## config.mk

```make
export PLATFORM = sky130hd
export DESIGN_NAME = rgb2gray_pipe
export DESIGN_NICKNAME = d
export VERILOG_FILES = /design/src/rtl/rgb2gray_pipe.sv
export SDC_FILE = /design/constraint.sdc
export NUM_CORES = 1
export LEC_CHECK = 0
export CAP_MARGIN = 20
export CORE_ASPECT_RATIO = 2
export CORE_MARGIN = 2
export CORE_UTILIZATION = 48
export CTS_BUF_LIST = sky130_fd_sc_hd__clkbuf_2 sky130_fd_sc_hd__clkbuf_4 sky130_fd_sc_hd__clkbuf_8
export DETAILED_ROUTE_END_ITERATION = 10
export DONT_BUFFER_PORTS = 1
export GPL_TIMING_DRIVEN = 0
export MAX_ROUTING_LAYER = met4
export PLACE_DENSITY = 0.63
export SETUP_SLACK_MARGIN = 0.05
export SLEW_MARGIN = 25
export SYNTH_ARGS = -nofsm -noshare
export SYNTH_HDL_FRONTEND = slang
export SYNTH_SLANG_ARGS = --single-unit
export TNS_END_PERCENT = 10
```

## constraint.sdc

```tcl
create_clock -name pclk -period 4 [get_ports pclk]
set_input_delay 0.2 -clock pclk [delete_from_list [all_inputs] [get_ports pclk]]
set_output_delay 0.2 -clock pclk [all_outputs]
set_load 0.005 [all_outputs]
```

## src/rtl/rgb2gray_pipe.sv

```systemverilog
// rgb2gray_pipe: three-stage RGB to grayscale converter with a valid/ready stall handshake.
//   S1 captures the pixel, S2 forms the weighted products, and S3 sums, rounds,
//   saturates and scales the result to the output width.
//   Each pixel selects its own weighting: equal average or BT.601 luma.
//   The sideband travels with its pixel through every stage.
// Optional build macro RGB2GRAY_THRESH_EN adds the in_thr input and the out_bin
// output (1 when gray >= the threshold of that same pixel).
module rgb2gray_pipe #(
    parameter int CH_W  = 4,
    parameter int OUT_W = 4,
    parameter int FRAC  = 10,
    parameter int SB_W  = 3
) (
    input  logic              pclk,
    input  logic              rst_n,
    input  logic              in_valid,
    output logic              in_ready,
    input  logic [3*CH_W-1:0] in_rgb,
    input  logic              in_mode,
    input  logic [SB_W-1:0]   in_sb,
`ifdef RGB2GRAY_THRESH_EN
    input  logic [OUT_W-1:0]  in_thr,
    output logic [0:0]        out_bin,
`endif
    output logic              out_valid,
    input  logic              out_ready,
    output logic [OUT_W-1:0]  out_gray,
    output logic [SB_W-1:0]   out_sb
);

    localparam int P_W = CH_W + FRAC;
    localparam int S_W = P_W + 2;
    localparam int Y_W = CH_W + 2;

    // Q0.FRAC weights; the luma weights are rounded to nearest.
    localparam logic [FRAC-1:0] W_EQ = FRAC'((1 << FRAC) / 3);
    localparam logic [FRAC-1:0] W_LR = FRAC'((299 * (1 << FRAC) + 500) / 1000);
    localparam logic [FRAC-1:0] W_LG = FRAC'((587 * (1 << FRAC) + 500) / 1000);
    localparam logic [FRAC-1:0] W_LB = FRAC'((114 * (1 << FRAC) + 500) / 1000);
    localparam logic [S_W-1:0]  HALF  = S_W'(1 << (FRAC - 1));
    localparam logic [Y_W-1:0]  Y_MAX = Y_W'((1 << CH_W) - 1);

    // One advance enable for the whole pipe; bubbles shift like data.
    logic adv;
    assign adv      = out_ready | ~out_valid;
    assign in_ready = adv;

    logic              s1_valid;
    logic [CH_W-1:0]   s1_r, s1_g, s1_b;
    logic              s1_mode;
    logic [SB_W-1:0]   s1_sb;

    logic              s2_valid;
    logic [P_W-1:0]    s2_pr, s2_pg, s2_pb;
    logic [SB_W-1:0]   s2_sb;

`ifdef RGB2GRAY_THRESH_EN
    logic [OUT_W-1:0]  s1_thr, s2_thr;
`endif

    logic [FRAC-1:0]   wr, wg, wb;
    logic [P_W-1:0]    pr, pg, pb;
    logic [S_W-1:0]    sum;
    logic [Y_W-1:0]    y_wide;
    logic [CH_W-1:0]   y_sat;
    logic [OUT_W-1:0]  gray_d;

    assign wr = s1_mode ? W_LR : W_EQ;
    assign wg = s1_mode ? W_LG : W_EQ;
    assign wb = s1_mode ? W_LB : W_EQ;

    // Zero-extend both operands so each product is formed at full width.
    assign pr = {{FRAC{1'b0}}, s1_r} * {{CH_W{1'b0}}, wr};
    assign pg = {{FRAC{1'b0}}, s1_g} * {{CH_W{1'b0}}, wg};
    assign pb = {{FRAC{1'b0}}, s1_b} * {{CH_W{1'b0}}, wb};

    assign sum    = S_W'(s2_pr) + S_W'(s2_pg) + S_W'(s2_pb) + HALF;
    assign y_wide = sum[S_W-1:FRAC];
    assign y_sat  = (y_wide > Y_MAX) ? {CH_W{1'b1}} : y_wide[CH_W-1:0];

    // Scale to OUT_W: left-justify y and repeat its MSBs into the low bits.
    // A narrower output simply keeps the MSBs.
    always_comb begin
        gray_d = '0;
        for (int i = 0; i < OUT_W; i++)
            gray_d[OUT_W-1-i] = y_sat[CH_W-1-(i % CH_W)];
    end

    // S1: capture the pixel, its mode and its sideband.
    always_ff @(posedge pclk or negedge rst_n) begin
        if (!rst_n) begin
            s1_valid <= 1'b0;
            s1_r     <= '0;
            s1_g     <= '0;
            s1_b     <= '0;
            s1_mode  <= 1'b0;
            s1_sb    <= '0;
`ifdef RGB2GRAY_THRESH_EN
            s1_thr   <= '0;
`endif
        end else if (adv) begin
            s1_valid <= in_valid;
            s1_r     <= in_rgb[3*CH_W-1:2*CH_W];
            s1_g     <= in_rgb[2*CH_W-1:CH_W];
            s1_b     <= in_rgb[CH_W-1:0];
            s1_mode  <= in_mode;
            s1_sb    <= in_sb;
`ifdef RGB2GRAY_THRESH_EN
            s1_thr   <= in_thr;
`endif
        end
    end

    // S2: register the three weighted products.
    always_ff @(posedge pclk or negedge rst_n) begin
        if (!rst_n) begin
            s2_valid <= 1'b0;
            s2_pr    <= '0;
            s2_pg    <= '0;
            s2_pb    <= '0;
            s2_sb    <= '0;
`ifdef RGB2GRAY_THRESH_EN
            s2_thr   <= '0;
`endif
        end else if (adv) begin
            s2_valid <= s1_valid;
            s2_pr    <= pr;
            s2_pg    <= pg;
            s2_pb    <= pb;
            s2_sb    <= s1_sb;
`ifdef RGB2GRAY_THRESH_EN
            s2_thr   <= s1_thr;
`endif
        end
    end

    // S3: register the rounded, saturated and scaled gray value as the output.
    always_ff @(posedge pclk or negedge rst_n) begin
        if (!rst_n) begin
            out_valid <= 1'b0;
            out_gray  <= '0;
            out_sb    <= '0;
`ifdef RGB2GRAY_THRESH_EN
            out_bin   <= 1'b0;
`endif
        end else if (adv) begin
            out_valid <= s2_valid;
            out_gray  <= gray_d;
            out_sb    <= s2_sb;
`ifdef RGB2GRAY_THRESH_EN
            out_bin   <= (gray_d >= s2_thr);
`endif
        end
    end

endmodule

```

## Yosys cells after proc, flatten, opt, wreduce, memory -nomap -nowiden

Index checks and enable logic that the tools add are counted.

- Output and inout port bits: 9
- Logic and storage cells: 27
- Bits in registers: 71

- $add $sub $neg: 3
- Magnitude comparators: 1
- Multipliers: 3
- Bitwise operators: 2
- Muxes and demuxes: 4

Operators with widths:

| kind | count |
|---|---|
| $mul 4x9->13 | 2 |
| $add 15x14->16 | 1 |
| $add 16x10->16 const B | 1 |
| $add 14x14->15 | 1 |
| $mul 4x10->14 | 1 |
| $mux 10 | 1 |
| $mux 9 | 1 |
| $mux 7 | 1 |
| $gt 6x4->1 const B | 1 |
| $mux 4 | 1 |
| $not 1->1 | 1 |
| $or 1x1->1 | 1 |

## Longest topological paths before layout

Gate-level depths: netlist of run 1.

- Word-level depth: 5
- Mapped depth: 14
- Gate-level depth less buffers: 13

## Worst setup path after synthesis of run 1

No wires, ideal clock.

- Path kind: reg-to-reg
- Start point: reg s1_mode
- End point: reg s2_pg[12]
- Cell stages (with the launch flop): 13
- Path slack: 0.619 ns
- Library setup time: 0.120 ns
- Buffers on the path: 2
- Arrival: 3.261 ns
- Period minus slack after synthesis: 3.381 ns
- Required time: 3.880 ns
- Path through: dfrtp_1 > buf_1 > clkbuf_1 > and2_1 > ha_1 > fa_1 > ha_1 > nand2_1 > o211ai_2 > a2111oi_2 > nor4b_1 > or3_1 > a31o_2

- Cells in the longest elaborated chain, start to end: 2

RTL lines:

| what | RTL line | source |
|---|---|---|
| from (decl) | 50 | `logic s1_mode;` |
| from (signal assigned) | 106 | `s1_mode <= in_mode;` |
| $mux 10 | 69 | `assign wg = s1_mode ? W_LG : W_EQ;` |
| $mul 4x10->14 | 74 | `assign pg = {{FRAC{1'b0}}, s1_g} * {{CH_W{1'b0}}, wg};` |
| to (signal assigned) | 128 | `s2_pg <= pg;` |
| to (decl) | 54 | `logic [P_W-1:0] s2_pr, s2_pg, s2_pb;` |

Every way passes these cells.
A chain may end at the register's enable or synchronous reset.

## Worst setup path after layout of run 1

Ends and elaborated chain as after synthesis.

==> flow_summary.yaml, run 1 <==
run_status:
  status: "completed"
route:
  vias_per_cell: 5.516
  ant_nets: 0
  num_vias: 4363
  wl_per_cell_um: 16.76
  drt-initial-drc-count: 204
  drt_wl_total_um: 13260
  first_pass_iters: 6
  route.detailed.drc: 0
timing:
  relSlewSlack: 0.5320
  setup_viol: 0
  fin_skew_ns: 0.01057
  hold_viol_final: 0
  slew_viol_final: 0
  rsz0062_at_grt: "no"
  min_period_ns: 3.716
  fin_ws_ns: 0.2838
  post-route-period-util: 0.9290
  fmax_mhz: 269.1
  worst_pin_slew_ns: 0.7020
yosys:
  synthCells: 608
  synthArstFlopShare: 1.000
  synth_area_per_cell_um2: 8.970
  yosys_warnings: 0
  ys_ff_latch: 69
  ys.flop_type: "dfrtp_1"
  ys_seq_area_frac: 0.3166
  synth_edf_count: 0
  synth_area_um2: 5454
  yosysUniqueCellTypes: 54
cells_and_area:
  layout_commonest_cell: "nand2_1"
  fin_nets: 771
  fill_cells: 1048
  multi_input_area_um2: 3388
  stdcell_count: 791
  final_util: 0.5411
  drive_gt1_frac: 0.05085
  layout_common_cells: "111 x nand2_1, 81 x ha_1, 77 x inv_1"
  syn2layout_area_growth_pct: 11.29
  register_area_um2: 1727
  diodes: 0
floorplanning:
  rows: 55
  start_util: 0.4862
  coreArea_um2: 11220
  fp.dieW_um: 79.38
  die_h_um: 154.7
  io_pins: 29
  die_area_um2: 12280
setup_path:
  cp_top_family: "adder cells"
  cp.arrival_ns: 3.97
  critical-path-slowest-cell: "fa_1"
  path_buf_inv: 2
  r2r_start: "s1_mode$_DFFE_PN0P_"
  path_max_fanout: 10
  start_kind: "flop"
  cpPeakStageDelay_ns: 0.46
  end_kind: "flop"
  crit_chain: "buf_2 -> clkbuf_2 -> and2_1 -> ha_1 -> fa_1 -> ha_1 -> nand2_1 -> o211ai_2 -> a2111oi_2 -> nor4b_1 -> or3_1 -> a31o_2"
  worstSetupPathType: "flop to flop"
  rr_endpoint: "s2_pg[12]$_DFFE_PN0P_"
  r2r_cells: 12
  ff2ff_setup_slack_ns: 0.28
  worst_ep_required_time_ns: 4.26
  crit_path_frequent_cell: "ha_1"
place:
  gp_congestion: 0.8806
  dp_slack_ns: -0.1318
  placedCellCount: 756
  portBuffers: 0
  place_hpwl_um: 10500
grt:
  antenna_found_initial: 0
  gr-total-overflow: 0
  grt_pass1_wl_um: 22380
  grt_use_total: 0.2441
  grt_max_degree: 70
  grt_pass1_vias: 4734
run:
  max_cap_viol_count: 0
clocking:
  cts_num_sinks: 69
  cts.clk_slew.worst_paths_ns: 0.08
  clockBufferDepth: 2
  cts_made_buffers: 9
  htree_num_levels: 3
  post_cts_buffers: 0
  insertion_delay_ns: 0.36
  cts_tree: "yes"
  cts_root_buf: "clkbuf_8"
worst_hold_path:
  holdCritPathClass: "input port to async pin"
[sequential cells by signal (all words and copies together), names as in the netlist]
name / flops
s1_sb: 3
s2_pg: 14
s1_b: 4
out_sb: 3
s1_g: 4
s2_valid: 1
s2_sb: 3
s1_valid: 1
s2_pr: 13
out_gray: 4
s2_pb: 13
s1_r: 4
s1_mode: 1
out_valid: 1
[worst register-to-register path, delay by kind of cell (launching register included)]
kind | cells | cell delay [ns]
buffers and inverters | 2 | 0.62
and+or+nand+nor | 4 | 0.79
adders and majority gates | 3 | 1.09
DFF | 1 | 0.42
AOI/OAI and AO/OA | 3 | 0.70
[cell families (layout without fill, tap and decap cells)]
group / count (synthesis) / after routing / share of synthesized area
AND/OR/NAND/NOR: 203 / 203 / 0.1666
AO/OA/AOI/OAI: 116 / 116 / 0.1411
adder cells (fa/ha/maj): 107 / 107 / 0.2813
buffers and inverters: 96 / 131 / 0.06630
flip-flops: 69 / 69 / 0.3166
XOR/XNOR: 11 / 11 / 0.01766
multiplexers: 5 / 5 / 0.009864
other: 1 / 7 / 0.0006876
[worst max-delay path by stage]
| stage | startpoint | end | slack [ns] | depth (start not counted) |
|---|---|---|---|---|
| 5_1_grt | s1_mode$_DFFE_PN0P_ | s2_pg[12]$_DFFE_PN0P_ | 0.12 | 12 |
| 2_1_floorplan | s1_mode$_DFFE_PN0P_ | s2_pg[12]$_DFFE_PN0P_ | 0.62 | 12 |
| 3_5_place_dp | s1_mode$_DFFE_PN0P_ | s2_pg[12]$_DFFE_PN0P_ | -0.13 | 12 |
| 4_1_cts | s1_mode$_DFFE_PN0P_ | s2_pg[12]$_DFFE_PN0P_ | 0.27 | 12 |
| 6_report | s1_mode$_DFFE_PN0P_ | s2_pg[12]$_DFFE_PN0P_ | 0.28 | 12 |
| 3_3_place_gp | s1_mode$_DFFE_PN0P_ | s2_pg[12]$_DFFE_PN0P_ | -0.11 | 12 |
[Yosys cell counts, drive strengths merged, types with 4 or more instances]
cell type	count	share of area
inv	77	0.053
o21ai	28	0.026
xnor2	5	0.0080
nand3	7	0.0064
nor3b	5	0.0069
clkbuf	14	0.0096
o21a	11	0.015
nor2	33	0.023
o211ai	4	0.0064
a21oi	30	0.029
buf	5	0.0037
a21o	5	0.0069
nor2b	11	0.014
nand2	111	0.076
dfrtp	69	0.32
and2	9	0.010
nor3	13	0.012
xor2	6	0.0096
ha	81	0.19
o31ai	4	0.0055
fa	26	0.095
a211oi	4	0.0055
[metrics by stage]
stage / cell area, um^2 / TNS (ns) / hold WS, ns
2_1_floorplan: 5477 / 0 / -0.09559
3_3_place_gp: 5654 / -0.1307 / -0.09371
3_5_place_dp: 5654 / -0.1742 / -0.09390
4_1_cts: 6070 / 0 / 0.3695
5_1_grt: 6070 / 0 / 0.4228
6_report: 6070 / 0 / 0.3506
[cell type report]
type                    instances  area share
multi-input cells             449      0.5582
flip-flops and latches         69      0.2845
inverters                      77     0.04762
repair buffers                 19     0.03422
well taps                     142     0.02927
clock buffers                   9     0.02041
clock inverters                 7     0.01340
plain buffers                  19     0.01237
[per-layer routing]
metal	GRT usage	vias up	wire length [um]
li1	-	2105	-
met1	0.2425	2117	4788
met2	0.4463	107	7284
met3	0.03326	34	479
met4	0.1330	0	703
met5	-	-	0
[what timing repair did]
| item | 4_1_cts | 5_1_grt |
|---|---|---|
| endpoints found under the setup margin | 4 | 0 |
| gates resized for setup | 2 | 0 |
| endpoints found under the hold margin | 86 | 0 |
| hold buffers | 19 | 0 |
Power of run 1 is left out: the tool's default activity adds up to more than one toggle a clock period on the data nets, which glitch-free logic cannot reach.
==> run 2: changes to the inputs <==
--- a/config.mk
+++ b/config.mk
@@ -10,6 +10,7 @@
 export CORE_MARGIN = 2
 export CORE_UTILIZATION = 48
 export CTS_BUF_LIST = sky130_fd_sc_hd__clkbuf_2 sky130_fd_sc_hd__clkbuf_4 sky130_fd_sc_hd__clkbuf_8
+export CTS_CLUSTER_SIZE = 28
 export DETAILED_ROUTE_END_ITERATION = 10
 export DONT_BUFFER_PORTS = 1
 export GPL_TIMING_DRIVEN = 0
==> constraint.sdc (replaced) <==
create_clock -name pclk -period 4.8 [get_ports pclk]
set_input_delay 0.24 -clock pclk [delete_from_list [all_inputs] [get_ports pclk]]
set_output_delay 0.24 -clock pclk [all_outputs]
set_load 0.005 [all_outputs]
==> run 2 against run 1 <==
  * Clock-buffer cell count did not move
  * Sequential cell count did not move
  * Critical path depth stayed put
==> flow_summary.yaml, run 2 (synthesis results as in run 1) <==
run_status:
  status: "completed"
timing:
  rsz0062_at_grt: "no"
  post-route-period-util: 0.8624
  relSlewSlack: 0.5408
  setup_viol: 0
  fin_skew_ns: 0.01085
  hold_viol_final: 0
  fin_tns_setup_ns: 0
  slew_viol_final: 0
  fmax_mhz: 241.6
  min_period_ns: 4.139
  worst_pin_slew_ns: 0.6888
floorplanning:
  start_util: 0.4862
  coreArea_um2: 11220
  fp.dieW_um: 79.38
  die_area_um2: 12280
  rows: 55
  io_pins: 29
  die_h_um: 154.7
route:
  ant_nets: 0
  route.detailed.drc: 0
  drt_wl_total_um: 13240
  wl_per_cell_um: 16.75
  drt-initial-drc-count: 195
  vias_per_cell: 5.524
  first_pass_iters: 6
  num_vias: 4364
clocking:
  insertion_delay_ns: 0.37
  cts_num_sinks: 69
  cts_made_buffers: 9
  cts_resized: 0
  cts.clk_slew.worst_paths_ns: 0.08
  post_cts_buffers: 0
  postCtsHoldBufs: 18
  cts_tree: "yes"
  htree_num_levels: 3
  cts_root_buf: "clkbuf_8"
  clockBufferDepth: 2
cells_and_area:
  stdcell_count: 790
  fill_cells: 1050
  drive_gt1_frac: 0.04784
  diodes: 0
  layout_commonest_cell: "nand2_1"
  largest_register_ffs: 14
  design_area_um2: 6057
  top_register: "s2_pg"
  fin_nets: 770
  top_regs: "s2_pg: 14 flops, s2_pb: 13 flops, s2_pr: 13 flops"
  layout_common_cells: "111 x nand2_1, 81 x ha_1, 77 x inv_1"
  syn2layout_area_growth_pct: 11.06
setup_path:
  worstSetupPathType: "flop to flop"
  cp.arrival_ns: 4.40
  path_max_fanout: 10
  start_kind: "flop"
  end_kind: "flop"
  worst_ep_required_time_ns: 5.06
place:
  portBuffers: 0
  gp_congestion: 0.8806
  place_hpwl_um: 10500
  place_area_um2: 5654
  placedCellCount: 756
grt:
  grt_pass1_vias: 4729
  antenna_found_initial: 0
  grt_pass1_wl_um: 22350
  grt_use_total: 0.2440
  grt_max_degree: 70
  gr-total-overflow: 0
run:
  max_cap_viol_count: 0
worst_hold_path:
  holdCritPathClass: "input port to flop"
run 2: metrics by stage:
step,util,setup WS [ns],hold slack (ns)
floorplan,-,1.419,-0.05559
finish,0.5400,0.6607,0.01772
global route,0.5400,0.4499,0.01691
CTS,0.5400,0.6382,0.01177
global placement,0.5041,0.6891,-0.05371
detailed placement,0.5041,0.6682,-0.05390
run 2: area by class of cell:
class,count,area [um^2],share of cell area
multi-input cells,449,3388,0.5594
flip-flops and latches,69,1727,0.2851
inverters,77,289.0,0.04772
repair buffers,18,197.7,0.03264
well taps,142,177.7,0.02933
clock buffers,9,123.9,0.02045
clock inverters,7,81.33,0.01343
plain buffers,19,72.57,0.01198
run 2: critical path: stages (launching register included):
cell and delay, ns:
dfrtp_1 0.42, buf_1 0.50, clkbuf_1 0.50, and2_1 0.27
ha_1 0.27, fa_1 0.46, ha_1 0.36, nand2_1 0.11
o211ai_2 0.13, a2111oi_2 0.33, nor4b_1 0.12, or3_1 0.32
a31o_2 0.24
run 2: per-layer routing:
metal | global-route usage | share of wire | vias to the layer above
li1 | - | - | 2101
met1 | 0.2429 | 0.36 | 2131
met2 | 0.4455 | 0.55 | 100
met3 | 0.03326 | 0.031 | 32
met4 | 0.1330 | 0.053 | 0
met5 | - | 0 | -
run 2: final timing paths:
path                                           end  cells past startpoint                  from  slack [ns]
max                          s2_pg[12]$_DFFE_PN0P_                     12   s1_mode$_DFFE_PN0P_        0.66
min                            s1_r[0]$_DFFE_PN0P_                      2             in_rgb[8]        0.02
max reg2reg                  s2_pg[12]$_DFFE_PN0P_                     12   s1_mode$_DFFE_PN0P_        0.66
min reg2reg                   s1_valid$_DFFE_PN0P_                      2  s1_valid$_DFFE_PN0P_        0.47
max in group asynchronous      s1_r[3]$_DFFE_PN0P_                      2                 rst_n        4.08
min in group asynchronous  out_gray[3]$_DFFE_PN0P_                      2                 rst_n        0.39
Power of run 2 is left out for the same reason.
